**src/rtl/j_serializer.sv**
```systemverilog
// j_serializer: parallel-to-serial front end driving the single-bit `j`
// stream for the downstream sequence detector.
//
// A WIDTH-bit word is accepted over a load/ready handshake, shifted out MSB
// first with each bit held DIV clocks, then followed by GAP idle bit-times.
// The line idles at 1 so the detector stays in its start state.
//
// Ports:
//   clk   - system clock, rising-edge active
//   rst   - asynchronous reset, active-low
//   load  - word valid; taken on a rising edge while ready=1
//   din   - parallel word, sampled only on acceptance
//   ready - 1 only in IDLE
//   busy  - 1 while shifting or in the idle gap
//   j     - registered serial data, 1 when idle
//   done  - one-cycle pulse on the first cycle after the last data bit
module j_serializer #(
  parameter int WIDTH = 8,
  parameter int DIV   = 1,
  parameter int GAP   = 1
) (
  input  logic             clk,
  input  logic             rst,
  input  logic             load,
  input  logic [WIDTH-1:0] din,
  output logic             ready,
  output logic             busy,
  output logic             j,
  output logic             done
);

  localparam int BIT_W = (WIDTH > 1) ? $clog2(WIDTH) : 1;
  localparam int DIV_W = (DIV > 1) ? $clog2(DIV) : 1;
  localparam int GAP_W = (GAP > 1) ? $clog2(GAP) : 1;

  localparam logic [BIT_W-1:0] BIT_LAST = BIT_W'(WIDTH - 1);
  localparam logic [DIV_W-1:0] DIV_LAST = DIV_W'(DIV - 1);
  // With GAP=0 the gap state is never entered; the value only needs to be legal.
  localparam logic [GAP_W-1:0] GAP_LAST = (GAP > 0) ? GAP_W'(GAP - 1) : '0;

  typedef enum logic [1:0] {
    S_IDLE  = 2'd0,
    S_SHIFT = 2'd1,
    S_GAP   = 2'd2
  } state_t;

  state_t           state_reg;
  logic [WIDTH-1:0] shift_reg;
  logic [BIT_W-1:0] bit_cnt_reg;
  logic [DIV_W-1:0] div_cnt_reg;
  logic [GAP_W-1:0] gap_cnt_reg;
  logic             j_reg;
  logic             done_reg;

  // ready/busy are pure decodes of the state register.
  assign ready = (state_reg == S_IDLE);
  assign busy  = (state_reg == S_SHIFT) || (state_reg == S_GAP);
  assign j     = j_reg;
  assign done  = done_reg;

  always_ff @(posedge clk or negedge rst) begin
    if (!rst) begin
      state_reg   <= S_IDLE;
      shift_reg   <= '0;
      bit_cnt_reg <= '0;
      div_cnt_reg <= '0;
      gap_cnt_reg <= '0;
      j_reg       <= 1'b1;
      done_reg    <= 1'b0;
    end else begin
      done_reg <= 1'b0;
      case (state_reg)
        S_IDLE: begin
          j_reg <= 1'b1;
          if (load) begin
            shift_reg   <= din;
            bit_cnt_reg <= '0;
            div_cnt_reg <= '0;
            gap_cnt_reg <= '0;
            // MSB goes on the line on the accepting edge itself.
            j_reg       <= din[WIDTH-1];
            state_reg   <= S_SHIFT;
          end
        end

        S_SHIFT: begin
          if (div_cnt_reg == DIV_LAST) begin
            div_cnt_reg <= '0;
            if (bit_cnt_reg == BIT_LAST) begin
              bit_cnt_reg <= '0;
              j_reg       <= 1'b1;
              done_reg    <= 1'b1;
              state_reg   <= (GAP > 0) ? S_GAP : S_IDLE;
            end else begin
              bit_cnt_reg <= bit_cnt_reg + BIT_W'(1);
              shift_reg   <= {shift_reg[WIDTH-2:0], 1'b0};
              // Next bit is the one about to become the MSB after the shift.
              j_reg       <= shift_reg[WIDTH-2];
            end
          end else begin
            div_cnt_reg <= div_cnt_reg + DIV_W'(1);
          end
        end

        S_GAP: begin
          j_reg <= 1'b1;
          // Gap is measured in bit-times: DIV clocks per gap bit.
          if (div_cnt_reg == DIV_LAST) begin
            div_cnt_reg <= '0;
            if (gap_cnt_reg == GAP_LAST) begin
              gap_cnt_reg <= '0;
              state_reg   <= S_IDLE;
            end else begin
              gap_cnt_reg <= gap_cnt_reg + GAP_W'(1);
            end
          end else begin
            div_cnt_reg <= div_cnt_reg + DIV_W'(1);
          end
        end

        default: begin
          state_reg <= S_IDLE;
          j_reg     <= 1'b1;
        end
      endcase
    end
  end

endmodule
```
**config.mk**
```make
export PLATFORM = sky130hd
export DESIGN_NAME = j_serializer
export DESIGN_NICKNAME = d
export VERILOG_FILES = /design/src/rtl/j_serializer.sv
export SDC_FILE = /design/constraint.sdc
export NUM_CORES = 1
export LEC_CHECK = 0
export ABC_AREA = 1
export CAP_MARGIN = 25
export CORE_UTILIZATION = 43
export CTS_BUF_LIST = sky130_fd_sc_hd__clkbuf_16
export CTS_CLUSTER_SIZE = 28
export DETAILED_ROUTE_END_ITERATION = 12
export GPL_TIMING_DRIVEN = 1
export PLACE_DENSITY = 0.71
export SETUP_SLACK_MARGIN = 0.5
export SYNTH_ARGS = -nofsm -noshare
export SYNTH_HDL_FRONTEND = slang
export SYNTH_SLANG_ARGS = --single-unit
```
**constraint.sdc**
```tcl
create_clock -name clk -period 1.26 [get_ports clk]
set_clock_uncertainty 0.1 [all_clocks]
set_input_delay 0.252 -clock clk [delete_from_list [all_inputs] [get_ports clk]]
set_output_delay 0.252 -clock clk [all_outputs]
set_load 0.02 [all_outputs]
```
==> results of run 1 <==
## stage by stage
step           power, mW  TNS, ps  cells
4_1_cts            3.102    -1389    140
2_1_floorplan      1.728        0     91
3_3_place_gp       2.109    -1685    131
6_report           3.176    -1647    140
5_1_grt            3.375    -2507    140
3_5_place_dp       2.172    -2008    131
## cells in the mapped netlist
master and count:
nand2_1 42, nand4_1 1, nand2_4 2, dfrtp_1 13
inv_2 1, dfstp_2 1, o21ai_0 3, buf_6 1
inv_1 8, ha_1 4, nand3_1 12, nand2_2 2
nand3_2 1
## cell type report
type | count | area, um^2 | area share
Inverter | 9 | 41.29 | 0.03360
Clock inverter | 1 | 3.754 | 0.003055
Clock buffer | 3 | 75.07 | 0.06110
Timing Repair Buffer | 30 | 287.8 | 0.2342
Tap cell | 16 | 20.02 | 0.01629
Multi-Input combinational cell | 67 | 449.2 | 0.3656
Sequential cell | 14 | 351.6 | 0.2862
## final timing paths
check,cells after the start,to,startpoint
worst max-delay path,8,j$_DFF_PN1_,state_reg[1]$_DFFE_PN0P_
worst min-delay path,2,bit_cnt_reg[1]$_DFFE_PN0P_,rst
worst max register to register,8,j$_DFF_PN1_,state_reg[1]$_DFFE_PN0P_
worst min register to register,2,shift_reg[4]$_DFFE_PN0P_,shift_reg[4]$_DFFE_PN0P_
max in group asynchronous,2,j$_DFF_PN1_,rst
min in group clk,2,shift_reg[4]$_DFFE_PN0P_,shift_reg[4]$_DFFE_PN0P_
## cells by family (layout without fill, tap and decap cells)
kind of cell,count (synthesis),count (layout),synth area share
buffers and inverters,10,43,0.06164
flip-flops,14,14,0.4812
AO/OA/AOI/OAI,3,3,0.02054
AND/OR/NAND/NOR,60,60,0.3682
adder cells (fa/ha/maj),4,4,0.06850
## power groups by stage
stage          registers (mW)  logic (mW)  clock network, mW
2_1_floorplan           0.753       0.975                  0
3_3_place_gp            0.732        1.38                  0
3_5_place_dp            0.747        1.43                  0
4_1_cts                 0.748        1.75              0.608
5_1_grt                 0.777        1.97              0.624
6_report                0.762        1.82              0.595
## metal layers
metal / vias to the layer above / wire length, um
met4: 0 / 0
met2: 14 / 1072
met1: 352 / 756
met3: 0 / 60
li1: 356 / -
met5: - / 0
## worst max-delay path: stages, from the launching register on
cell and delay [ps]:
dfrtp_1 380, inv_2 90, buf_6 110, ha_4 200, buf_6 140, nand2_8 60
buf_6 120, nand2_2 40, nand4_1 80
## what timing repair did
item / in CTS / in global routing
pin swaps: 13 / 4
buffers inserted: 5 / 0
resized for setup: 41 / 7
endpoints found under the setup margin: 18 / 18
==> flow_summary.ini, run 1 <==
[floorplan]
num_rows = 14
pin_count = 15
die_y_um = 43.22
coreArea_um2 = 1541
die_w_um = 43.22
initial_core_util = 0.4740
dieArea_um2 = 1868

[clock_tree]
cts_hold_buffers = 0
cts_root_buf = clkbuf_16
cts_sinks = 14
tritoncts = done
ctsHtreeMaxLevel = 1
cts.clk_slew.worst_paths_ps = 50
clock_latency_ps = 240
cts_inserted_buffers = 3
clock_path_buffers = 2

[pwr]
p_sw_mw = 1.286
p_seq_frac = 0.240
p_comb_frac = 0.573
p_int_mw = 1.889
p_per_area_nw_per_um2 = 2585
p_sw_frac = 0.4050
leakage_nw = 0.6293
vdd_drop_max_v = 0.001389
clkPwrFrac = 0.187

[setup_path]
rrSetupSlack_ps = -140
path_class = flip-flop to flip-flop
critPathRequiredTime_ps = 1310
end_kind = flip-flop
critPathLaunchType = flip-flop
crit_fanout = 6
cp.arrival_ps = 1460

[drt]
viasPerCell = 5.157
wire_per_inst_um = 13.49
routed_wl_mm = 1.889
ant_nets = 0
dr.pass1.iters = 4
drcViolationCount = 0
drt_iter0_drc = 14
vias = 722

[global_routing]
overflow = 0
grt_pass1_vias = 696
grt_usage = 0.2194
grt_pass1_wl_mm = 3.008
grtUsageMet3 = 0.04255
grt_max_degree = 15
use_met2 = 0.4179
grt_busiest_layer = met2
grt_use_met1 = 0.2432
antenna_found_initial = 0

[layout]
final_nets = 140
drive_gt1_frac = 0.4113
layout_common_cells = 32 x nand2_1, 13 x dfrtp_1
final_util = 0.7971
syn2layout_area_growth_pct = 68.15
n_fill_cell = 101
num_antenna_cells = 0
mostFrequentLayoutCell = nand2_1
largest_reg_flops = 7
final_area_um2 = 1229

[timing]
drv_slew = 0
hold_viol = 0
fin_ws_ps = -142.0
finalSetupViolCount = 15
worst_slew_pin_slew_ps = 186.8
fmax_mhz = 713.3
hold_slack_ps = 224.8
rsz0062_at_grt = yes
relSlewSlack = 0.8755
period_minus_slack_ps = 1402
post-route-period-util = 1.113

[place]
dp.final_hpwl_mm = 1.212
numPortBuffers = 14
pre_cts_slack_ps = -354.1
place.gp.congestion = 0.7796
placed_area_um2 = 1025

[logic_synthesis]
avgSynthCellArea_um2 = 8.030
ys_seq_elements = 14
syn_area_um2 = 730.7
synth_area_leader_cell = dfrtp_1
yosysWarningCount = 0
ys_seq_area_frac = 0.4812
synthCells = 91
synth_top_area_frac = 0.4452
synth_fp_nets = 106
synth_area_leaders = dfrtp_1 45%, nand2_1 22%, nand3_1 8.2%, ha_1 6.8%, inv_1 4.1%
synth_cell_type_count = 13

[status]
status = complete, but fails checks
violations = setup timing

[worst_hold_path]
hold_path_class = input pin to async pin

[flow_run]
drv_cap = 0
Note: power is estimated with default switching activity, not from simulation.
==> inputs of run 2 (changes only) <==
PLACE_DENSITY = 0.84   (was 0.71)
==> run 2 against run 1 <==
  * Critical endpoint is now shift_reg[5]$_DFFE_PN0P_
  * Register-to-register slack worse by 30 ps
  * Largest cell class unchanged
  * Die area stayed put
  * The flow still finishes with violations (setup timing)
  * Sequential cell count is the same
  * Clock power grew 3.7%
  * Power rose by 3.5%
  * Worst setup slack worse by 34 ps
  * Clock-buffer cell count is the same
  * Sequential power barely moved
==> flow_summary.ini, run 2 (same netlist as run 1, synthesis figures left out) <==
[global_routing]
overflow = 0
grt_pass1_vias = 611
antenna_found_initial = 0
grt_max_degree = 10
grt_pass1_wl_mm = 2.697
grt_usage = 0.2067

[drt]
viasPerCell = 5.426
vias = 738
drcViolationCount = 0
wire_per_inst_um = 14.64
dr.pass1.iters = 4
ant_nets = 0
drt_iter0_drc = 27
routed_wl_mm = 1.991

[setup_path]
critPathLaunchType = flip-flop
cp_cell_sequence = inv_2 > buf_6 > ha_4 > inv_6 > nand2_4 > nand3_4 > nand2_2 > nand2_1
critPathSlowestCell = dfrtp_1
slowest_delay_ps = 400
critical_path_buf_inv_count = 3
path_class = flip-flop to flip-flop
cp.arrival_ps = 1460
crit_fanout = 9
critPathRequiredTime_ps = 1290
cp_top_family = flip-flops
end_kind = flip-flop

[clock_tree]
cts_hold_buffers = 0
clock_path_buffers = 2
clock_latency_ps = 250
cts_inserted_buffers = 3
cts_root_buf = clkbuf_16
cts_sinks = 14
ctsHtreeMaxLevel = 1
tritoncts = done
cts.clk_slew.worst_paths_ps = 50

[timing]
worst_slew_pin_slew_ps = 259.4
fmax_mhz = 696.3
post-route-period-util = 1.140
finalSetupViolCount = 16
hold_viol = 0
finalSetupTns_ps = -2067
relSlewSlack = 0.8265
rsz0062_at_grt = yes
fin_ws_ps = -176.2
period_minus_slack_ps = 1436
hold_slack_ps = 138.5
drv_slew = 0

[worst_hold_path]
hold_path_class = input pin to async pin

[layout]
num_antenna_cells = 0
syn2layout_area_growth_pct = 68.84
largest_reg_flops = 7
mostFrequentLayoutCell = nand2_1
regArea_um2 = 351.6
final_nets = 136
drive_gt1_frac = 0.4083
multi_input_area_um2 = 495.5
layout_common_cells = 34 x nand2_1, 13 x dfrtp_1, 10 x clkdlybuf4s50_1
final_area_um2 = 1234
final_util = 0.8003
n_fill_cell = 107

[floorplan]
initial_core_util = 0.4740
pin_count = 15
coreArea_um2 = 1541
die_y_um = 43.22
num_rows = 14
dieArea_um2 = 1868
die_w_um = 43.22

[pwr]
p_per_area_nw_per_um2 = 2663
leakage_nw = 0.6242
vdd_drop_max_v = 0.002253

[place]
placed_area_um2 = 1017
pre_cts_slack_ps = -323.9
numPortBuffers = 14
dp.final_hpwl_mm = 1.134
place.gp.congestion = 0.7728

[flow_run]
drv_cap = 0

[status]
violations = setup timing
status = complete, but fails checks
==> run 2: cell count changes in the layout (fill, tap and decap cells not counted), sizes merged <==
| cell | previous run | this run |
|---|---|---|
| buf | 20 | 15 |
| nand2 | 46 | 47 |
==> run 2: worst reg2reg max path, delay by kind of cell (launching register included) <==
| kind | cells | cell delay (ps) |
|---|---|---|
| adders and majority gates | 1 | 190 |
| DFF | 1 | 400 |
| and+or+nand+nor | 4 | 350 |
| buffers and inverters | 3 | 280 |
==> run 2: worst paths after layout <==
check,startpoint,endpoint,slack [ps],depth (start not counted)
worst max-delay path,state_reg[1]$_DFFE_PN0P_,shift_reg[5]$_DFFE_PN0P_,-180,8
worst min-delay path,rst,bit_cnt_reg[0]$_DFFE_PN0P_,140,1
worst max register to register,state_reg[1]$_DFFE_PN0P_,shift_reg[5]$_DFFE_PN0P_,-180,8
worst min register to register,shift_reg[6]$_DFFE_PN0P_,shift_reg[6]$_DFFE_PN0P_,370,2
max in group asynchronous,rst,state_reg[0]$_DFFE_PN0P_,560,2
min in group clk,shift_reg[6]$_DFFE_PN0P_,shift_reg[6]$_DFFE_PN0P_,370,2
==> run 2: layer usage <==
metal / GRT usage / vias to the layer above / wire length, um
met5: 0 / - / 0
met4: 0.1091 / 0 / 133
met3: 0.06383 / 15 / 130
met2: 0.3104 / 44 / 936
met1: 0.2643 / 334 / 791
li1: - / 345 / -
==> run 2: where the power goes <==
part / internal (mW) / total [mW] / switching [mW] / leakage [nW]
Clock: 0.421 / 0.617 / 0.196 / 0.0385
Sequential: 0.640 / 0.765 / 0.126 / 0.179
Combinational: 0.834 / 1.90 / 1.07 / 0.407
==> run 2: layout make-up <==
class,instances,area share
timing repair buffer,25,0.1998
multi-input combinational,68,0.4016
inverter,9,0.03347
sequential,14,0.2850
clock buffer,3,0.06085
clock inverter,1,0.003043
tap,16,0.01623
==> run 2: what timing repair did <==
action                     in CTS  in global routing
pin swaps                      11                  2
cloned                          1                  0
buffers inserted                0                  1
resized for setup              36                 18
setup endpoints to repair      18                 18
==> run 2: stage by stage <==
stage	power [mW]	cells
6_report	3.285	136
5_1_grt	3.471	136
4_1_cts	2.978	135
3_5_place_dp	2.141	130
3_3_place_gp	2.087	130
2_1_floorplan	1.728	91
